$ cat src/rtl/vga_regs_pkg.sv
// Shared definitions for the VGA frame register bank:
// register-select codes, bank size and data widths.
package vga_regs_pkg;

    localparam int REG_W  = 32;
    localparam int TIME_W = 16;
    localparam int NREG   = 11;

    localparam logic [3:0] SEL_B1X        = 4'd0;
    localparam logic [3:0] SEL_B1Y        = 4'd1;
    localparam logic [3:0] SEL_B2X        = 4'd2;
    localparam logic [3:0] SEL_B2Y        = 4'd3;
    localparam logic [3:0] SEL_B3X        = 4'd4;
    localparam logic [3:0] SEL_B3Y        = 4'd5;
    localparam logic [3:0] SEL_B4X        = 4'd6;
    localparam logic [3:0] SEL_B4Y        = 4'd7;
    localparam logic [3:0] SEL_SCORE      = 4'd8;
    localparam logic [3:0] SEL_BLOCKTYPE  = 4'd9;
    localparam logic [3:0] SEL_SCREENMODE = 4'd10;
    localparam logic [3:0] SEL_CLR_TIME   = 4'd11;

endpackage

$ cat src/rtl/vga_sec_timer.sv
// Seconds counter driven by vsync starts: a frame counter wraps every
// FRAMES_PER_SEC frames and bumps sysTime. Ports: iVGA_CLK, iRST_n,
// vs_start, clr (clears both counters, wins over a tick), sysTime.
module vga_sec_timer
    import vga_regs_pkg::*;
#(
    parameter int FRAMES_PER_SEC = 60
) (
    input  logic              iVGA_CLK,
    input  logic              iRST_n,
    input  logic              vs_start,
    input  logic              clr,
    output logic [TIME_W-1:0] sysTime
);

    localparam int FW = $clog2(FRAMES_PER_SEC);
    localparam logic [FW-1:0] FLAST = FW'(FRAMES_PER_SEC - 1);

    logic [FW-1:0]     fcnt;
    logic [TIME_W-1:0] sec_q;

    always_ff @(posedge iVGA_CLK) begin
        if (!iRST_n || clr) begin
            fcnt  <= '0;
            sec_q <= '0;
        end else if (vs_start) begin
            if (fcnt == FLAST) begin
                fcnt  <= '0;
                sec_q <= sec_q + 1'b1;
            end else begin
                fcnt <= fcnt + 1'b1;
            end
        end
    end

    assign sysTime = sec_q;

endmodule

$ cat src/rtl/vga_frame_regs.sv
// Frame-synchronous shadow/live register bank feeding the VGA controller.
// Ports: iVGA_CLK, iRST_n, iVS (active-low vsync), wr_en/wr_sel/wr_data
// shadow writes, commit; live outputs block1x..block4y, score, blockType,
// screenMode, sysTime, commit_pending, frame_swap.
// Optional macro VGA_FRAME_REGS_READBACK_EN adds rd_sel/rd_data.
module vga_frame_regs
    import vga_regs_pkg::*;
#(
    parameter int FRAMES_PER_SEC = 60
) (
    input  logic              iVGA_CLK,
    input  logic              iRST_n,
    input  logic              iVS,
    input  logic              wr_en,
    input  logic [3:0]        wr_sel,
    input  logic [REG_W-1:0]  wr_data,
    input  logic              commit,
`ifdef VGA_FRAME_REGS_READBACK_EN
    input  logic [3:0]        rd_sel,
    output logic [REG_W-1:0]  rd_data,
`endif
    output logic [REG_W-1:0]  block1x,
    output logic [REG_W-1:0]  block1y,
    output logic [REG_W-1:0]  block2x,
    output logic [REG_W-1:0]  block2y,
    output logic [REG_W-1:0]  block3x,
    output logic [REG_W-1:0]  block3y,
    output logic [REG_W-1:0]  block4x,
    output logic [REG_W-1:0]  block4y,
    output logic [REG_W-1:0]  score,
    output logic [REG_W-1:0]  blockType,
    output logic [REG_W-1:0]  screenMode,
    output logic [TIME_W-1:0] sysTime,
    output logic              commit_pending,
    output logic              frame_swap
);

    logic             vs_prev;
    logic             vs_start;
    logic             do_swap;
    logic             clr_time;
    logic             wr_shadow;
    logic [REG_W-1:0] shadow [NREG];
    logic [REG_W-1:0] live   [NREG];

    assign vs_start  = vs_prev & ~iVS;
    assign do_swap   = vs_start & commit_pending;
    assign clr_time  = wr_en && (wr_sel == SEL_CLR_TIME);
    assign wr_shadow = wr_en && (wr_sel <= SEL_SCREENMODE);

    always_ff @(posedge iVGA_CLK) begin
        if (!iRST_n) begin
            vs_prev        <= 1'b1;
            commit_pending <= 1'b0;
            frame_swap     <= 1'b0;
            for (int i = 0; i < NREG; i++) begin
                shadow[i] <= '0;
                live[i]   <= '0;
            end
        end else begin
            vs_prev    <= iVS;
            frame_swap <= do_swap;
            // Live copy reads the old shadow, so a same-cycle write
            // lands only in the shadow.
            if (do_swap) begin
                for (int i = 0; i < NREG; i++)
                    live[i] <= shadow[i];
            end
            if (wr_shadow)
                shadow[wr_sel] <= wr_data;
            // A fresh commit outranks the clear from a swap.
            if (commit)
                commit_pending <= 1'b1;
            else if (do_swap)
                commit_pending <= 1'b0;
        end
    end

    assign block1x    = live[SEL_B1X];
    assign block1y    = live[SEL_B1Y];
    assign block2x    = live[SEL_B2X];
    assign block2y    = live[SEL_B2Y];
    assign block3x    = live[SEL_B3X];
    assign block3y    = live[SEL_B3Y];
    assign block4x    = live[SEL_B4X];
    assign block4y    = live[SEL_B4Y];
    assign score      = live[SEL_SCORE];
    assign blockType  = live[SEL_BLOCKTYPE];
    assign screenMode = live[SEL_SCREENMODE];

    vga_sec_timer #(
        .FRAMES_PER_SEC(FRAMES_PER_SEC)
    ) u_timer (
        .iVGA_CLK(iVGA_CLK),
        .iRST_n  (iRST_n),
        .vs_start(vs_start),
        .clr     (clr_time),
        .sysTime (sysTime)
    );

`ifdef VGA_FRAME_REGS_READBACK_EN
    always_ff @(posedge iVGA_CLK) begin
        if (!iRST_n)
            rd_data <= '0;
        else if (rd_sel <= SEL_SCREENMODE)
            rd_data <= shadow[rd_sel];
        else if (rd_sel == SEL_CLR_TIME)
            rd_data <= {{(REG_W-TIME_W){1'b0}}, sysTime};
        else
            rd_data <= '0;
    end
`endif

endmodule

$ cat config.mk
export PLATFORM = sky130hd
export DESIGN_NAME = vga_frame_regs
export DESIGN_NICKNAME = d
export VERILOG_FILES = /design/src/rtl/vga_regs_pkg.sv /design/src/rtl/vga_sec_timer.sv /design/src/rtl/vga_frame_regs.sv
export SDC_FILE = /design/constraint.sdc
export NUM_CORES = 1
export LEC_CHECK = 0
export BUFFER_PORTS_ARGS = -buffer_cell sky130_fd_sc_hd__buf_2
export CAP_MARGIN = 20
export CORE_UTILIZATION = 44
export CTS_CLUSTER_SIZE = 25
export DETAILED_ROUTE_END_ITERATION = 8
export PLACE_DENSITY_LB_ADDON = 0.3
export SYNTH_ARGS = -nofsm -noshare
export SYNTH_HDL_FRONTEND = slang
export SYNTH_SLANG_ARGS = --single-unit
$ cat constraint.sdc
create_clock -name iVGA_CLK -period 14 [get_ports iVGA_CLK]
set_clock_uncertainty 0.2 [all_clocks]
set_input_delay 1.4 -clock iVGA_CLK [delete_from_list [all_inputs] [get_ports iVGA_CLK]]
set_output_delay 1.4 -clock iVGA_CLK [all_outputs]
set_load 0.02 [all_outputs]
==> summary.txt <==
Power and ir drop
  – Leakage power: 12.2 nW
  – Maximum VDD drop: 0.0991 mV
  – Power Dens Cells: 150 mW/mm²

Place
  – PortBufs: 410
  – Routability cong.: 0.819
  – Place WS: 8.28 ns
  – Post-DP Area: 0.0291 mm²
  – HPWL Detailed: 40.9 mm

Drt
  – DRT antenna net count: 0
  – Via/cell ratio: 4.97
  – Final Routed Wirelength: 65.4 mm
  – Via count: 14700
  – Post-route DRC: 102
  – Routed len/inst: 22.0 µm
  – DRT Pass-1 Iters: 7
  – Iteration-0 DRC count of the detailed router: 1250

Timing
  – Fmax achieved: 0.211 GHz
  – Slew @ Worst Pin: 1.10 ns
  – RSZ-0062 raised after global routing: no
  – Fin worst setup slack: 9.27 ns
  – Max Slew Vio Count: 0
  – Final Hold Fails: 0
  – Crit path time final: 4.73 ns
  – Total Neg Setup Slack: 0 ns
  – # setup viols final: 0
  – Slew Limit Headroom: 0.262
  – Period utilization: 0.338

Worst setup path
  – CP Launch Type: input port
  – Worst-path maximum fanout: 50
  – Worst R2R Start: vs_prev
  – Critical Path Source: iRST_n
  – Data required, critical path: 14.02 ns
  – Worst path arrival time: 4.76 ns
  – Crit end category: flop
  – Critical path class: input port to flop

Global route
  – Pin count of the biggest net entering global routing: 167
  – First-pass GRT wire length: 91.9 mm
  – Initial antenna violation count: 4
  – Grt ovf: 0
  – Tot GR Track Use: 0.212
  – Vias in the first global route: 14400

Clock network
  – # hold bufs at CTS: 0
  – CTS tree: done
  – Skew-Pair Late Insertion Delay: 0.61 ns
  – Max Root-Sink Buffers: 3
  – CTS root buffer: clkbuf_16
  – Post-CTS sizing: 0
  – Clk slew on worst S/H paths: 0.06 ns
  – TritonCTS Sinks: 729
  – CTS Buf Count: 75
  – Postcts setup bufs: 0
  – H-tree depth: 3

Floorplanning
  – Die area: 0.0609 mm²
  – IO Pins: 411
  – Starting Density: 0.446
  – Width of the die: 247 µm
  – Core box area: 0.0591 mm²
  – Die Span Y: 247 µm
  – Num rows: 89

Yosys
  – Seq/Total Area, Yosys: 0.809
  – Synth Cell Area: 0.0264 mm²
  – Number of synthesized register bits: 729
  – Area contributors post-synth: edfxtp_1 77%, and2_1 8.4%, nor2_1 4.4%
  – Netlist cell types: 38
  – Post-synth top area cell: edfxtp_1
  – Post-synth top area share: 0.765
  – Avg Cell Area, Syn: 15.1 µm²
  – Synth Instances: 1749
  – Synth Net Count: 1792
  – YS warnings: 0

Layout
  – NumNets Final: 2175
  – Layout Area Growth over Synthesis: 19.7%
  – Design area: 0.0316 mm²
  – Post-layout util: 0.534
  – Fillers: 4827
  – Share of cells above drive strength 1: 0.252
  – Commonest non-fill, non-tap cell in the layout: edfxtp_1
  – Most frequent cells in the layout: 672 x edfxtp_1, 410 x buf_2, 353 x and2_1, 308 x nor2_1, 77 x clkbuf_16

Hold path
  – Hold path start: shadow[10][10]
  – Worst Hold Class: flop to flop

Status
  – Violations in the final reports: design-rule violations
  – Outcome: finished, violations left

Flow run
  – Max-cap violations: 0
[worst max-delay path: stages]
cell and delay [ns]:
buf_2 0.08, buf_4 0.50, nand2_1 0.22, nor3_1 0.58, nand3_2 0.85, nand2_2 1.07
[area by class of cell]
class	instances	area, µm²	area share
flip-flops and latches	729	21300	0.676
clock inverters	34	343	0.0109
clock buffers	101	2040	0.0645
repair buffers	422	2190	0.0695
multi-input cells	866	4550	0.144
diodes	2	5.00	0.000159
well taps	773	967	0.0306
inverters	38	143	0.00452
[report_power, final]
part	internal (mW)	switching, mW
Sequential	2.49	0.0401
Clock	1.15	0.793
Combinational	0.0563	0.190
Total	3.70	1.02
[flip-flops by register name, indices dropped and copies added, names as in the netlist]
name	flops
live	352
shadow	352
u_timer.sysTime	16
u_timer.fcnt	6
commit_pending	1
frame_swap	1
vs_prev	1
[worst paths after layout]
check                                      end  cells after the start  slack [ns]
worst max-delay path             shadow[3][13]                      6        9.27
worst min-delay path            shadow[10][10]                      2        0.29
worst max register to register      live[3][9]                      5       10.08
worst min register to register  shadow[10][10]                      2        0.29
[per-layer routing]
metal	routed length, µm	track usage	vias to the layer above
met5	13	0	-
met1	27700	0.287	7311
li1	-	-	6771
met3	5130	0.0508	82
met4	1620	0.0772	2
met2	30900	0.335	580
[kinds of logic (layout without fill, tap and decap cells)]
family                     after synthesis  after routing  share of synthesized area
AOI/OAI and AO/OA                       59             59                     0.0125
xor gates and xnor gates                10             10                    0.00332
adders and majority gates                2              2                   0.000949
buffers and inverters                  154            595                     0.0223
DFF                                    729            729                      0.809
muxes                                    1              1                   0.000380
other                                    0              2                          0
and+or+nand+nor                        794            794                      0.152
[stage by stage]
stage | hold WS, ns | instances | total power [mW]
finish | 0.287 | 2965 | 4.72
global route | 0.310 | 2963 | 4.87
CTS | 0.288 | 2961 | 4.76
detailed placement | 0.277 | 2826 | 2.83
global placement | 0.269 | 2826 | 2.83
floorplan | 0.260 | 1749 | 2.73
[cells in the mapped netlist (all sizes together)]
cell type    n
edfxtp     672
and2       353
nor2       308
clkbuf     108
nand2       85
dfxtp       57
inv         38
o21ai       33
a21oi       17
nand3        9
nand4        9
buf          8
xnor2        7
nand4b       4
nor2b        4
nor3         4
a31o         3
and3         3
nor4         3
or3          3
xor2         3
a21o         2
ha           2
nand2b       2
nand3b       2
a311oi       1
a41o         1
and3b        1
and4         1
and4b        1
mux2i        1
o211ai       1
o21a         1
or2          1
or4          1
(Power assumes the default switching activity.)
